<file path="src/rtl/ysyx_23060020_lsu.sv">
// Load/store unit between EXU and WBU. It turns byte, half and word accesses into word-aligned mem port transactions.
// Optional macro YSYX_23060020_LSU_MISALIGN_EN rejects misaligned H/HU/SH and W/SW accesses with resp_err.
module ysyx_23060020_lsu #(
    parameter logic [31:0] ERR_RDATA = 32'h0000_0000
) (
    input  logic        clk,
    input  logic        rst_n,
    input  logic        req_valid,
    output logic        req_ready,
    input  logic        req_wen,
    input  logic [2:0]  req_funct3,
    input  logic [31:0] req_addr,
    input  logic [31:0] req_wdata,
    output logic        resp_valid,
    input  logic        resp_ready,
    output logic [31:0] resp_rdata,
    output logic        resp_err,
    output logic        mem_ren,
    output logic        mem_wen,
    output logic [31:0] mem_add,
    output logic [31:0] mem_data,
    input  logic [31:0] mem_outdata
);

    typedef enum logic [1:0] {
        IDLE = 2'd0,
        RD   = 2'd1,
        WR   = 2'd2,
        RESP = 2'd3
    } state_t;

    state_t      state_q, state_d;
    logic        wen_q;
    logic [2:0]  funct3_q;
    logic [31:0] addr_q;
    logic [31:0] wdata_q;
    logic [31:0] word_q;
    logic [31:0] rdata_q, rdata_d;
    logic        err_q, err_d;

    logic        illegal;
    logic        misalign;
    logic [31:0] load_value;
    logic [31:0] store_word;

    assign illegal = (req_funct3 == 3'b011) || (req_funct3 == 3'b110) ||
                     (req_funct3 == 3'b111) || (req_wen && req_funct3[2]);

`ifdef YSYX_23060020_LSU_MISALIGN_EN
    assign misalign = ((req_funct3[1:0] == 2'b01) && req_addr[0]) ||
                      ((req_funct3[1:0] == 2'b10) && (req_addr[1:0] != 2'b00));
`else
    assign misalign = 1'b0;
`endif

    // Load extraction from the live mem word, so the result is registered at the RD edge.
    always_comb begin
        logic [7:0]  byte_sel;
        logic [15:0] half_sel;
        byte_sel   = mem_outdata[7:0];
        half_sel   = addr_q[1] ? mem_outdata[31:16] : mem_outdata[15:0];
        load_value = mem_outdata;
        case (addr_q[1:0])
            2'b00:   byte_sel = mem_outdata[7:0];
            2'b01:   byte_sel = mem_outdata[15:8];
            2'b10:   byte_sel = mem_outdata[23:16];
            default: byte_sel = mem_outdata[31:24];
        endcase
        case (funct3_q)
            3'b000:  load_value = {{24{byte_sel[7]}}, byte_sel};
            3'b100:  load_value = {24'h0, byte_sel};
            3'b001:  load_value = {{16{half_sel[15]}}, half_sel};
            3'b101:  load_value = {16'h0, half_sel};
            default: load_value = mem_outdata;
        endcase
    end

    // Read-modify-write merge of the word captured during RD.
    always_comb begin
        store_word = wdata_q;
        case (funct3_q[1:0])
            2'b00: begin
                store_word = word_q;
                case (addr_q[1:0])
                    2'b00:   store_word[7:0]   = wdata_q[7:0];
                    2'b01:   store_word[15:8]  = wdata_q[7:0];
                    2'b10:   store_word[23:16] = wdata_q[7:0];
                    default: store_word[31:24] = wdata_q[7:0];
                endcase
            end
            2'b01: begin
                store_word = word_q;
                if (addr_q[1]) store_word[31:16] = wdata_q[15:0];
                else           store_word[15:0]  = wdata_q[15:0];
            end
            default: store_word = wdata_q;
        endcase
    end

    always_ff @(posedge clk or negedge rst_n) begin
        if (!rst_n) begin
            state_q  <= IDLE;
            wen_q    <= 1'b0;
            funct3_q <= 3'b000;
            addr_q   <= 32'h0;
            wdata_q  <= 32'h0;
            word_q   <= 32'h0;
            rdata_q  <= 32'h0;
            err_q    <= 1'b0;
        end else begin
            state_q <= state_d;
            rdata_q <= rdata_d;
            err_q   <= err_d;
            if (state_q == IDLE && req_valid) begin
                wen_q    <= req_wen;
                funct3_q <= req_funct3;
                addr_q   <= req_addr;
                wdata_q  <= req_wdata;
            end
            if (state_q == RD) begin
                word_q <= mem_outdata;
            end
        end
    end

    always_comb begin
        state_d    = state_q;
        rdata_d    = rdata_q;
        err_d      = err_q;
        req_ready  = 1'b0;
        resp_valid = 1'b0;
        resp_rdata = 32'h0;
        resp_err   = 1'b0;
        mem_ren    = 1'b0;
        mem_wen    = 1'b0;
        mem_add    = 32'h0;
        mem_data   = 32'h0;
        case (state_q)
            IDLE: begin
                req_ready = 1'b1;
                if (req_valid) begin
                    rdata_d = 32'h0;
                    err_d   = 1'b0;
                    if (illegal || misalign) begin
                        state_d = RESP;
                        err_d   = 1'b1;
                        rdata_d = ERR_RDATA;
                    end else if (req_wen && req_funct3 == 3'b010) begin
                        state_d = WR;
                    end else begin
                        state_d = RD;
                    end
                end
            end
            RD: begin
                mem_ren = 1'b1;
                mem_add = {addr_q[31:2], 2'b00};
                if (wen_q) begin
                    state_d = WR;
                end else begin
                    state_d = RESP;
                    rdata_d = load_value;
                end
            end
            WR: begin
                mem_ren  = 1'b1;
                mem_wen  = 1'b1;
                mem_add  = {addr_q[31:2], 2'b00};
                mem_data = store_word;
                state_d  = RESP;
            end
            RESP: begin
                resp_valid = 1'b1;
                resp_rdata = rdata_q;
                resp_err   = err_q;
                if (resp_ready) state_d = IDLE;
            end
            default: state_d = IDLE;
        endcase
    end

endmodule

</file>
<file path="config.mk">
export PLATFORM = sky130hd
export DESIGN_NAME = ysyx_23060020_lsu
export DESIGN_NICKNAME = d
export VERILOG_FILES = /design/src/rtl/ysyx_23060020_lsu.sv
export SDC_FILE = /design/constraint.sdc
export NUM_CORES = 1
export LEC_CHECK = 0
export ABC_CLOCK_PERIOD_IN_PS = 2200
export BUFFER_PORTS_ARGS = -buffer_cell sky130_fd_sc_hd__buf_2
export CAP_MARGIN = 30
export CORE_MARGIN = 5
export CORE_UTILIZATION = 50
export CTS_CLUSTER_SIZE = 16
export DETAILED_ROUTE_END_ITERATION = 7
export PLACE_DENSITY = 0.78
export SKIP_LAST_GASP = 1
export SLEW_MARGIN = 30
export SYNTH_ARGS = -nofsm -noshare
export SYNTH_HDL_FRONTEND = slang
export SYNTH_SLANG_ARGS = --single-unit
</file>
<file path="constraint.sdc">
create_clock -name clk -period 2.2 [get_ports clk]
set_input_delay 0 -clock clk [delete_from_list [all_inputs] [get_ports clk]]
set_output_delay 0 -clock clk [all_outputs]
set_load 0.05 [all_outputs]
</file>
# Yosys cells after proc, flatten, opt, wreduce, memory -nomap -nowiden
# Cells that the tools add are included.
[word_totals]
regBits = 135
latchBits = 0
ram_bits = 0
mem_bits_ro = 0
inputBits = 104
out_inout_bits = 101
wordCells = 68
n_memories = 0
[classes]
addsub = 0
n_mul = 0
div_mod_pow = 0
order_cmp = 0
eq_ne = 16
shift = 0
mux = 28
bitwise = 0
reduce_logical = 16
[ops]
columns = ["operator", "count"]
rows = [
  ["two-way mux 32 bit", 5],
  ["case mux 32 bit (2 select lines)", 2],
  ["case mux 32 bit (4 select lines)", 1],
  ["two-way mux 16 bit", 3],
  ["two-way mux 8 bit", 4],
  ["case mux 8 bit (3 select lines)", 1],
  ["== test 3 bit (second input constant)", 4],
  ["two-way mux 2 bit", 4],
  ["case mux 2 bit (4 select lines)", 1],
  ["two-way mux 1 bit", 7],
  ["== test 2 x 1 -> 1 bit (second input constant)", 3],
  ["== test 2 bit (second input constant)", 3],
  ["== test 3 x 2 -> 1 bit (second input constant)", 2],
  ["zero test 2 bit", 3],
  ["inequality test 2 bit (second input constant)", 3],
  ["AND reduction 2 bit", 2],
  ["== test 3 x 1 -> 1 bit (second input constant)", 1],
  ["logical AND 1 bit", 3],
  ["zero test 3 bit", 1],
  ["logical OR 1 bit", 3],
  ["AND reduction 3 bit", 1],
  ["OR reduction 3 bit", 1],
  ["nonzero test 2 bit", 1],
  ["OR reduction 2 bit", 1],
]

# Logic depth before layout (Yosys ltp)
[logic_depth]
ltp_word = 7
ltp_mapped = 9
mapped_depth_nobuf = 6

# Worst setup path before layout
# No wires, ideal clock.
[synth_timing]
path_type = "reg-to-output"
from = "register state_q[0]"
to = "output mem_data[20]"
arrival_ns = 2.769
required_time_ns = 2.200
setup_slack_ns = -0.569
path_stages_with_launch = 7
n_path_buf = 2
cell_sequence = "dfrtp_1 -> inv_1 -> ha_1 -> clkbuf_1 -> inv_1 -> clkbuf_1 -> a311oi_1"
[synth_via]
elab_chain_cells = 2
[synth_lines]
columns = ["element", "line", "text"]
rows = [
  ["start, declared", "32", "state_t state_q, state_d;"],
  ["start signal, assigned", "111", "state_q <= state_d;"],
  ["== test 2 bit", "138", "case (state_q)"],
  ["two-way mux 32 bit", "138", ""],
  ["end, declared", "21", "output logic [31:0] mem_data,"],
]
# Every way passes these cells.

# Final worst setup path
[layout_timing]
from = "register funct3_q[0]"
to = "output mem_data[8]"
[layout_via]
elab_chain_cells = 3
elab_cells_between_ends = 4
cone_classes = "eq/ne (1); mux (2); reduce/logical (1)"
[layout_lines]
columns = ["element", "line", "text"]
rows = [
  ["start, declared", "34", "logic [2:0] funct3_q;"],
  ["start signal, assigned", "116", "funct3_q <= req_funct3;"],
  ["== test 2 x 1 -> 1 bit or zero test 2 bit (tied branches)", "81", "case (funct3_q[1:0])"],
  ["case mux 32 bit (2 select lines) (*)", "81", ""],
  ["two-way mux 32 bit (*)", "138", ""],
]
# Every way passes the cells marked *; elsewhere a longest branch is shown, timed or not.

==> impl_metrics.py <==
metrics = {
    "status": {
        "run_status": "finished, final reports clean",
    },
    "global_routing": {
        "global_route.usage.total": 0.283,
        "grt_first_pass_wirelength_um": 36100,
        "number_of_global_route_vias_before_repair": 6656,
        "grt_overflow_total": 0,
        "largest_net_degree_at_the_start_of_global_routing": 58,
        "grt_antenna_before_repair": 0,
    },
    "routing": {
        "routed_wirelength_um": 22600,
        "routed_length_on_met2_um": 10700,
        "dr_total_vias": 6534,
        "top_signal_layer_used": "met4",
        "met3_wirelength_um": 2050,
        "drc_markers": 0,
        "wl_met1_um": 9150,
        "avgRoutedWirePerCell_um": 19.3,
        "avgViaCountPerCell": 5.59,
        "drt_pass1_iterations": 5,
        "ant_nets": 0,
        "drt_iter0_drc": 522,
    },
    "power_and_ir_drop": {
        "p_sw_frac": 0.484,
        "clkPwrFrac": 0.161,
        "seq_power_share": 0.268,
        "p_comb_frac": 0.571,
        "peak_ir_drop_on_the_vdd_network_mv": 1.44,
        "p_leak_nw": 4.78,
        "power_density_nw_per_um2": 1740,
        "power.internal_mw": 9.11,
        "netSwitchingPower_mw": 8.55,
    },
    "synthesis": {
        "synthesis.instances": 668,
        "synth_xor_xnor_area_share": 0,
        "synth_area_leaders": "dfrtp_1 (48%), mux2_2 (16%), and2_1 (6.3%)",
        "synth_mux_area_frac": 0.175,
        "synth_top_family_by_area": "multiplexers",
        "yosysSeqAreaShare": 0.484,
        "synth_top_area_cell": "dfrtp_1",
        "synth_adder_area_share": 0.00716,
        "synthSimpleGateAreaFrac": 0.156,
        "synth_top_cell_area_share": 0.484,
        "mappedNetlistArea_sq_um": 6990,
        "syn-mean-instance-area_sq_um": 10.5,
        "synth_compound_gate_area_share": 0.137,
        "yosys.cell_types.count": 43,
        "yosys_register_bits": 135,
        "synth.yosys.warnings": 0,
    },
    "critical_path": {
        "worst-path-max-fanout": 21,
        "worst_setup_path_type": "flip-flop to output port",
        "required_ps": 2200,
        "cp-start-kind": "flip-flop",
        "crit_arrival_ps": 2120,
        "critical_path.endpoint_type": "output port",
    },
    "timing": {
        "final-hold-violation-count": 0,
        "final_max_slew_viol_count": 0,
        "fin_crit_sh": 0.963,
        "timing.clock.skew_ps": 5.75,
        "final.setup.worst_slack_ps": 80.3,
        "worst_pin_slew_ps": 567,
        "finalSetupViolCount": 0,
        "max-slew-margin-rel": 0.622,
        "layout_min_cycle_time_ps": 2120,
        "fmax_mhz": 472,
    },
    "clock_network": {
        "number_of_buffers_added_by_the_clock_tree_synthesis_step": 17,
        "number_of_clock_sinks_seen_by_cts": 135,
        "htreeDepth": 4,
        "cts_tree": "done",
        "cts_buffer_depth": 2,
        "cts-root-buf": "clkbuf_16",
        "clk_transition_reported_paths_ps": 60,
        "clkLatencyLatePin_ps": 420,
    },
    "layout": {
        "fillerInstances": 997,
        "fin_util": 0.735,
        "drive_gt1_frac": 0.407,
        "antennaDiodeCount": 0,
        "design_area_sq_um": 10100,
        "net_count_of_the_finished_layout": 1085,
        "area.growth.synth_to_final_pct": 44.9,
    },
    "placement": {
        "placed_area_sq_um": 8400,
        "hpwl_um": 15300,
        "port_buffers": 202,
        "globalplace.congestion": 0.887,
        "detailedPlace.worstSlack_ps": 139,
    },
    "die": {
        "design.die.area_sq_um": 16400,
        "fp.coreArea_sq_um": 13800,
        "dieHeight_um": 128,
        "floorplan.initialDensity": 0.507,
        "die_width_um": 128,
        "floorplan.io_pins": 205,
        "rows": 43,
    },
    "min_path": {
        "worst_hold_path_type": "primary input to asynchronous set/reset pin",
    },
    "job": {
        "max_cap_viol_count": 0,
    },
}
## power by group through the flow
stage / clock [mW] / sequential, mW / combinational, mW
global placement: 0 / 4.67 / 9.52
finish: 2.84 / 4.73 / 10.1
CTS: 2.88 / 4.68 / 9.94
floorplan: 0 / 4.26 / 7.59
detailed placement: 0 / 4.71 / 9.64
global route: 3.00 / 4.88 / 10.8
## cell usage after synthesis
library cell  instances
a32oi_1               1
a22o_1                2
and2b_1               1
a21o_1                9
clkbuf_1             28
nand3_1              18
nand3b_2              1
nor2_1               29
o21ai_2               1
a311oi_4              1
a21oi_2               1
a41oi_1               1
a311oi_1              8
inv_1                10
nand3_2               2
buf_1                 4
o211ai_1              2
nand2_1              67
or2_2                 1
a31oi_1               1
a221oi_1              2
a21oi_1              44
conb_1                1
o22ai_1               1
or3_4                 1
mux2_2               99
nor3b_2               1
mux2i_1               8
nor3_1                7
buf_2                16
nand2b_1             11
and2_1               70
mux2_4                2
nor2b_1               4
a22oi_1              21
buf_4                 3
buf_6                 2
dfrtp_1             135
ha_1                  4
o21ai_0              30
o21ai_1               1
a221o_1              16
and3_1                1
## critical path, cell delays in order, from the launching register on
cell     delay, ps
dfrtp_1        370
buf_4          210
or2_2          340
a21oi_4        160
buf_4          170
a22oi_1         80
a21oi_2        150
buf_4          210
## per-stage QoR
stage,cells,total power [mW],hold WS [ps],TNS [ps]
after detailed placement,1029,14.3,7.93,0
after global routing,1169,18.6,165,-3.06
after global placement,1029,14.2,2.62,0
after floorplan,669,11.9,-296,-1950
final,1169,17.7,126,0
after CTS,1168,17.5,130,0
## metal layers
layer,track usage,vias to the layer above
met4,0.104,0
li1,-,2970
met1,0.366,3175
met3,0.0817,59
met2,0.451,330
met5,0,-
## logic make-up after synthesis
kind of cell               count (synthesis)
other                                      1
adders and majority gates                  4
buffers and inverters                     63
and+or+nand+nor                          214
muxes                                    109
DFF                                      135
AOI/OAI and AO/OA                        142
## layout by cell type, fill, tap and decap left out, types with 3 or more instances in the layout
cell type	netlist	layout
a21o_1	9	9
buf_6	2	3
clkinvlp_4	0	5
and2_1	70	70
dfrtp_1	135	134
a311oi_4	1	4
a311oi_1	8	4
nor2b_1	4	4
nor2_1	29	29
a21oi_2	1	16
buf_2	16	189
a21oi_1	44	28
mux2_2	99	99
clkinv_2	0	4
inv_1	10	10
mux2i_1	8	8
clkbuf_4	0	7
dlygate4sd3_1	0	105
a221o_1	16	16
nand3_1	18	18
buf_12	0	5
a22oi_1	21	21
bufinv_16	0	3
clkbuf_16	0	17
o21ai_0	30	30
ha_1	4	4
nor3_1	7	7
buf_4	3	33
nand2b_1	11	10
nand2_1	67	65
## cell type report
class | instances | area, sq um | area share
Tap cell | 180 | 225 | 0.0222
Timing Repair Buffer | 342 | 2430 | 0.240
Clock inverter | 13 | 156 | 0.0154
Inverter | 10 | 37.5 | 0.00371
Sequential cell | 135 | 3380 | 0.334
Clock buffer | 18 | 429 | 0.0424
Multi-Input combinational cell | 471 | 3470 | 0.342
## flip-flops by register name, summed over array words and instances (netlist names)
signal	cells
wen_q	1
rdata_q	32
addr_q	32
state_q	2
err_q	1
funct3_q	3
word_q	32
wdata_q	32
## what timing repair did
| item | 4_1_cts | 5_1_grt |
|---|---|---|
| buffers inserted | 3 | 1 |
| endpoints found under the setup margin | 8 | 46 |
| endpoints found under the hold margin | 229 | 0 |
| hold buffers | 105 | 0 |
| gates resized for setup | 3 | 18 |
| cloned | 0 | 0 |
| pin swaps | 1 | 1 |
## path summary, 6_finish.rpt
kind / start / to / slack [ps] / depth (start not counted)
max in group asynchronous: rst_n / word_q[31] / 1370 / 3
hold / removal: rst_n / rdata_q[2] / 130 / 2
setup reg to reg: state_q[0] / err_q / 210 / 7
setup / recovery: funct3_q[0] / mem_data[8] / 80 / 7
hold reg to reg: rdata_q[0] / rdata_q[0] / 480 / 2
min in group clk: req_wdata[25] / wdata_q[25] / 340 / 3
Note: power is estimated with default switching activity, not from simulation.
